`config.mk`:
```
export PLATFORM = sky130hd
export DESIGN_NAME = alarm_trigger
export DESIGN_NICKNAME = d
export VERILOG_FILES = /design/src/rtl/alarm_trigger.sv
export SDC_FILE = /design/constraint.sdc
export NUM_CORES = 1
export LEC_CHECK = 0
export ABC_AREA = 1
export CELL_PAD_IN_SITES_DETAIL_PLACEMENT = 0
export CELL_PAD_IN_SITES_GLOBAL_PLACEMENT = 1
export CORE_MARGIN = 1.5
export CORE_UTILIZATION = 38
export DETAILED_ROUTE_END_ITERATION = 7
export PLACE_DENSITY = 0.94
export SKIP_CTS_REPAIR_TIMING = 1
export SLEW_MARGIN = 15
export SYNTH_ARGS = -nofsm -noshare
export SYNTH_HDL_FRONTEND = slang
export SYNTH_SLANG_ARGS = --single-unit
```
`constraint.sdc`:
```
create_clock -name CLK -period 3.3 [get_ports CLK]
set_clock_uncertainty 0.1 [all_clocks]
set_input_delay 0.33 -clock CLK [delete_from_list [all_inputs] [get_ports CLK]]
set_output_delay 0.33 -clock CLK [all_outputs]
set_load 0.05 [all_outputs]
```
`src/rtl/alarm_trigger.sv`:
```
// Alarm trigger: compares the stored alarm time against the running clock.
// It rings on a match, handles the stop and snooze buttons, and times out an unattended alarm.
// It pulses DISABLE_TRIGGER to clear the stored alarm so that each alarm fires only once.
module alarm_trigger #(
    parameter int RING_TIMEOUT_S = 60,
    parameter int SNOOZE_S       = 300,
    parameter int MAX_SNOOZE     = 3
) (
    input  logic       CLK,
    input  logic       RESETN,
    input  logic       SEC_TICK,
    input  logic       ALARM_EN,
    input  logic       DONE_SET,
    input  logic [3:0] SA_H10,
    input  logic [3:0] SA_H1,
    input  logic [3:0] SA_M10,
    input  logic [3:0] SA_M1,
    input  logic [3:0] T_H10,
    input  logic [3:0] T_H1,
    input  logic [3:0] T_M10,
    input  logic [3:0] T_M1,
    input  logic [3:0] T_S10,
    input  logic [3:0] T_S1,
    input  logic       STOP,
    input  logic       SNOOZE,
    output logic       ALARM_ON,
    output logic       BEEP,
    output logic       SNOOZE_ON,
    output logic [1:0] SNOOZE_CNT,
    output logic       DISABLE_TRIGGER
);

    localparam int CNT_MAX = (RING_TIMEOUT_S > SNOOZE_S) ? RING_TIMEOUT_S : SNOOZE_S;
    localparam int CNT_W   = (CNT_MAX > 1) ? $clog2(CNT_MAX) : 1;
    localparam logic [CNT_W-1:0] RING_LAST = CNT_W'(RING_TIMEOUT_S - 1);
    localparam logic [CNT_W-1:0] SNZ_LAST  = CNT_W'(SNOOZE_S - 1);
    localparam logic [CNT_W-1:0] CNT_ZERO  = CNT_W'(0);
    localparam logic [CNT_W-1:0] CNT_ONE   = CNT_W'(1);
    localparam logic [1:0]       SNZ_LIMIT = 2'(MAX_SNOOZE);

    typedef enum logic [1:0] {
        ST_IDLE    = 2'd0,
        ST_ARMED   = 2'd1,
        ST_RINGING = 2'd2,
        ST_SNOOZE  = 2'd3
    } state_t;

    state_t           state_r, state_nx_s;
    logic [2:0]       stop_sync_r, snz_sync_r;
    logic             match_q_r;
    logic [CNT_W-1:0] ring_cnt_r, ring_cnt_nx_s;
    logic [CNT_W-1:0] snz_cnt_r, snz_cnt_nx_s;
    logic             beep_r, beep_nx_s;
    logic [1:0]       snooze_cnt_r, snooze_cnt_nx_s;
    logic             disable_r, disable_nx_s;
    logic             alarm_on_r, snooze_on_r;
    logic             valid_s, match_s, trigger_s;
    logic             stop_press_s, snz_press_s, ring_done_s, snz_done_s;

    // An alarm is usable only when enabled, stored, and free of the 4'hF "unset" digit.
    assign valid_s = ALARM_EN & DONE_SET &
                     (SA_H10 != 4'hF) & (SA_H1 != 4'hF) & (SA_M10 != 4'hF) & (SA_M1 != 4'hF);
    assign match_s = valid_s & (SA_H10 == T_H10) & (SA_H1 == T_H1) &
                     (SA_M10 == T_M10) & (SA_M1 == T_M1) &
                     (T_S10 == 4'd0) & (T_S1 == 4'd0);
    // Only the first cycle of a matching second may fire.
    assign trigger_s    = match_s & ~match_q_r;
    assign stop_press_s = stop_sync_r[1] & ~stop_sync_r[2];
    assign snz_press_s  = snz_sync_r[1] & ~snz_sync_r[2];
    assign ring_done_s  = SEC_TICK & (ring_cnt_r == RING_LAST);
    assign snz_done_s   = SEC_TICK & (snz_cnt_r == SNZ_LAST);

    // Two-stage synchronizers for the buttons plus a third stage for rising-edge detection.
    always_ff @(posedge CLK or negedge RESETN) begin
        if (!RESETN) begin
            stop_sync_r <= 3'b000;
            snz_sync_r  <= 3'b000;
            match_q_r   <= 1'b0;
        end else begin
            stop_sync_r <= {stop_sync_r[1:0], STOP};
            snz_sync_r  <= {snz_sync_r[1:0], SNOOZE};
            match_q_r   <= match_s;
        end
    end

    // Next-state logic. The priority order is: loss of alarm, then STOP, then timeout/expiry, then snooze.
    always_comb begin
        state_nx_s      = state_r;
        ring_cnt_nx_s   = ring_cnt_r;
        snz_cnt_nx_s    = snz_cnt_r;
        beep_nx_s       = beep_r;
        snooze_cnt_nx_s = snooze_cnt_r;
        disable_nx_s    = 1'b0;
        case (state_r)
            ST_IDLE: begin
                if (valid_s) begin
                    state_nx_s = ST_ARMED;
                end else begin
                    state_nx_s = ST_IDLE;
                end
            end
            ST_ARMED: begin
                if (!valid_s) begin
                    state_nx_s = ST_IDLE;
                end else if (trigger_s) begin
                    state_nx_s      = ST_RINGING;
                    ring_cnt_nx_s   = CNT_ZERO;
                    beep_nx_s       = 1'b1;
                    snooze_cnt_nx_s = 2'd0;
                end else begin
                    state_nx_s = ST_ARMED;
                end
            end
            ST_RINGING: begin
                if (!valid_s) begin
                    state_nx_s      = ST_IDLE;
                    beep_nx_s       = 1'b0;
                    snooze_cnt_nx_s = 2'd0;
                end else if (stop_press_s || ring_done_s) begin
                    state_nx_s      = ST_IDLE;
                    beep_nx_s       = 1'b0;
                    snooze_cnt_nx_s = 2'd0;
                    disable_nx_s    = 1'b1;
                end else if (snz_press_s && (snooze_cnt_r < SNZ_LIMIT)) begin
                    state_nx_s      = ST_SNOOZE;
                    beep_nx_s       = 1'b0;
                    snooze_cnt_nx_s = snooze_cnt_r + 2'd1;
                    snz_cnt_nx_s    = CNT_ZERO;
                end else if (SEC_TICK) begin
                    ring_cnt_nx_s = ring_cnt_r + CNT_ONE;
                    beep_nx_s     = ~beep_r;
                end else begin
                    state_nx_s = ST_RINGING;
                end
            end
            ST_SNOOZE: begin
                if (!valid_s) begin
                    state_nx_s      = ST_IDLE;
                    snooze_cnt_nx_s = 2'd0;
                end else if (stop_press_s) begin
                    state_nx_s      = ST_IDLE;
                    snooze_cnt_nx_s = 2'd0;
                    disable_nx_s    = 1'b1;
                end else if (snz_done_s) begin
                    state_nx_s    = ST_RINGING;
                    ring_cnt_nx_s = CNT_ZERO;
                    beep_nx_s     = 1'b1;
                end else if (SEC_TICK) begin
                    snz_cnt_nx_s = snz_cnt_r + CNT_ONE;
                end else begin
                    state_nx_s = ST_SNOOZE;
                end
            end
            default: begin
                state_nx_s      = ST_IDLE;
                beep_nx_s       = 1'b0;
                snooze_cnt_nx_s = 2'd0;
            end
        endcase
    end

    // State, counters and registered outputs; the outputs are decoded from the next state so they change on the same edge as the state.
    always_ff @(posedge CLK or negedge RESETN) begin
        if (!RESETN) begin
            state_r      <= ST_IDLE;
            ring_cnt_r   <= CNT_ZERO;
            snz_cnt_r    <= CNT_ZERO;
            beep_r       <= 1'b0;
            snooze_cnt_r <= 2'd0;
            disable_r    <= 1'b0;
            alarm_on_r   <= 1'b0;
            snooze_on_r  <= 1'b0;
        end else begin
            state_r      <= state_nx_s;
            ring_cnt_r   <= ring_cnt_nx_s;
            snz_cnt_r    <= snz_cnt_nx_s;
            beep_r       <= beep_nx_s;
            snooze_cnt_r <= snooze_cnt_nx_s;
            disable_r    <= disable_nx_s;
            alarm_on_r   <= (state_nx_s == ST_RINGING);
            snooze_on_r  <= (state_nx_s == ST_SNOOZE);
        end
    end

    assign ALARM_ON        = alarm_on_r;
    assign BEEP            = beep_r;
    assign SNOOZE_ON       = snooze_on_r;
    assign SNOOZE_CNT      = snooze_cnt_r;
    assign DISABLE_TRIGGER = disable_r;

endmodule

```
==> impl_metrics.json <==
{
  "ctsLongestPathBuffers": 2,
  "detailedRoute.firstPassIterationCount": 4,
  "fin_ws_ns": 1.20,
  "maxCapViolCount": 0,
  "yosysSeqAreaShare": 0.351,
  "rr_worst_depth": 11,
  "totalWireLength_um": 5250,
  "worst_ep_arrival_time_ns": 2.17,
  "status": "complete, no violations",
  "synth_top_area_frac": 0.351,
  "ys_top_cells_by_area": "dfrtp_1 35%, nand2_1 17%, inv_1 7.2%",
  "setup_viol": 0,
  "synth_ff_type": "dfrtp_1",
  "grt_pass1_vias": 2253,
  "clock-sinks": 33,
  "drive_gt1_frac": 0.107,
  "cts_tree": "done",
  "fill_cells": 627,
  "rr_endpoint": "ring_cnt_r[2]",
  "clkTransAtPathRegs_ns": 0.07,
  "synth_edf_count": 0,
  "synth_seq_cells": 33,
  "syn-cell-area_um2": 2350,
  "cts_made_buffers": 5,
  "criticalPathCategory": "input pin to flip-flop",
  "crit_path_start_kind": "input pin",
  "h-tree-depth": 2,
  "min_to": "stop_sync_r[1]",
  "hpwl_um": 4170,
  "cts_root_buffer": "clkbuf_8",
  "cp_max_fo": 15,
  "num_io_pins": 53,
  "avgViaCountPerCell": 4.74,
  "async_flop_share": 1.00,
  "p_leak_nw": 1.43,
  "worst_ir_drop_vdd_v": 0.000291,
  "grt_antenna_before_repair": 0,
  "design_area_um2": 3070,
  "powerDensity_nw_per_um2": 330,
  "worst_ep_required_time_ns": 3.37,
  "netlist_instances": 352,
  "synth.most_common_cell": "nand2_1",
  "core_um2": 5960,
  "syn-num-nets": 402,
  "start_util": 0.395,
  "die_h_um": 81.6,
  "yosysWarnings": 0,
  "portBuffers": 52,
  "post-place-ws_ns": 0.865,
  "setup-tns-final_ns": 0,
  "rsz0062_at_grt": "false",
  "die_area_um2": 6660,
  "fin_util": 0.515,
  "grt_pass1_wl_um": 9470,
  "synth_cell_types": 32,
  "grt_max_degree": 34,
  "hold_path.class": "flip-flop to flip-flop",
  "syn_area_per_cell_um2": 6.68,
  "yosysTopAreaCell": "dfrtp_1",
  "hold_viol_final": 0,
  "clock.fmax_ghz": 0.476,
  "finalCriticalPeriod_ns": 2.10,
  "placed_area_um2": 2950,
  "rows": 28,
  "clk_latency_ns": 0.28,
  "overflow": 0,
  "vias": 2297,
  "worst_hold_slack_ns": 0.254,
  "ant_nets": 0,
  "grt_util_all_layers": 0.180,
  "timing.final.crit_share": 0.637,
  "drc": 0,
  "wl_per_cell_um": 10.8,
  "worstMarginPinSlew_ns": 0.470,
  "whs_path_depth": 0,
  "areaGrowthSynthToFinish_pct": 30.6,
  "fin_nets": 459,
  "routabilityCongestion": 0.845,
  "slew_headroom": 0.679,
  "diodes": 0,
  "r2r-start": "ring_cnt_r[0]",
  "die_w_um": 81.6,
  "hold_start": "stop_sync_r[0]",
  "drv_slew": 0,
  "drt_first_iter_violations": 79,
  "endpoint_kind": "flip-flop",
  "r2r_slack_ns": 1.27,
  "synthTopCellsByCount": "107 x nand2_1, 45 x inv_1, 45 x nor2_1, 33 x dfrtp_1, 21 x nand3_1"
}
[cells by family after synthesis]
logic type	Yosys count	share of synthesized area
flip-flops	33	0.351
adder cells (fa/ha/maj)	3	0.0160
AND/OR/NAND/NOR	212	0.409
XOR/XNOR	6	0.0224
AO/OA/AOI/OAI	38	0.101
buffers and inverters	60	0.101
[through the flow]
step | std cells | total power (W)
floorplan | 352 | 0.000532
global placement | 477 | 0.000626
detailed placement | 477 | 0.000628
CTS | 485 | 0.00103
global route | 485 | 0.00107
finish | 485 | 0.00101
[registers in the layout (all words and copies together), names as in the netlist, 2 cells and up]
register	cells
ring_cnt_r	9
snz_sync_r	3
state_r	2
stop_sync_r	3
SNOOZE_CNT	2
snz_cnt_r	9
[routing by layer]
layer / global-route usage / part of all wire / vias to the layer above
li1: - / - / 1228
met1: 0.215 / 0.47 / 1022
met2: 0.325 / 0.48 / 39
met3: 0.0322 / 0.033 / 8
met4: 0.0593 / 0.015 / 0
met5: 0 / 0 / -
[worst max-delay path by stage]
stage                               end  slack [ns]          start  cells after the start
final                     ring_cnt_r[2]        1.20      SA_M10[3]                     11
after global routing      ring_cnt_r[5]         1.0      SA_M10[3]                     11
after CTS                 ring_cnt_r[2]        1.18      SA_M10[3]                     11
after detailed placement  ring_cnt_r[2]        0.86      SA_M10[3]                     11
after global placement    ring_cnt_r[4]        0.90       SA_M1[1]                     11
after floorplan           ring_cnt_r[0]        1.28  SNOOZE_CNT[0]                     11
[area by class of cell]
class / count / area (um^2) / area share
clock buffer: 7 / 86.3 / 0.0281
multi-input combinational: 259 / 1290 / 0.419
clock inverter: 1 / 30.0 / 0.00978
sequential: 33 / 826 / 0.269
timing repair buffer: 54 / 536 / 0.174
tap: 75 / 93.8 / 0.0306
inverter: 56 / 210 / 0.0685
[placed cells by master (no fill, tap or decap), types with 4 or more instances in the layout]
cell type	n
nor3_1	6
inv_2	11
nand4_1	8
o21ai_2	6
nor2_1	45
clkdlybuf4s50_1	52
inv_1	45
nand3b_1	5
xor2_1	4
clkbuf_8	6
dfrtp_1	33
nand2_1	107
nand3_1	21
a21oi_1	8
o21ai_1	11
nand2_2	8
o21ai_0	6
[worst max-delay path: stages]
cell and delay (ns):
clkdlybuf4s50_1 0.45, nand2_1 0.08, nor2_1 0.04, nor2_1 0.15
nand3_2 0.17, inv_2 0.16, nor2_2 0.07, nor3_4 0.24
nand2_2 0.26, nand2_1 0.15, o21ai_2 0.06
[power breakdown]
part           internal, W  switching (W)
clock network     0.000246       0.000149
logic            0.0000895      0.0000961
registers         0.000419      0.0000141
total             0.000755       0.000259
Note: power is estimated with default switching activity, not from simulation.
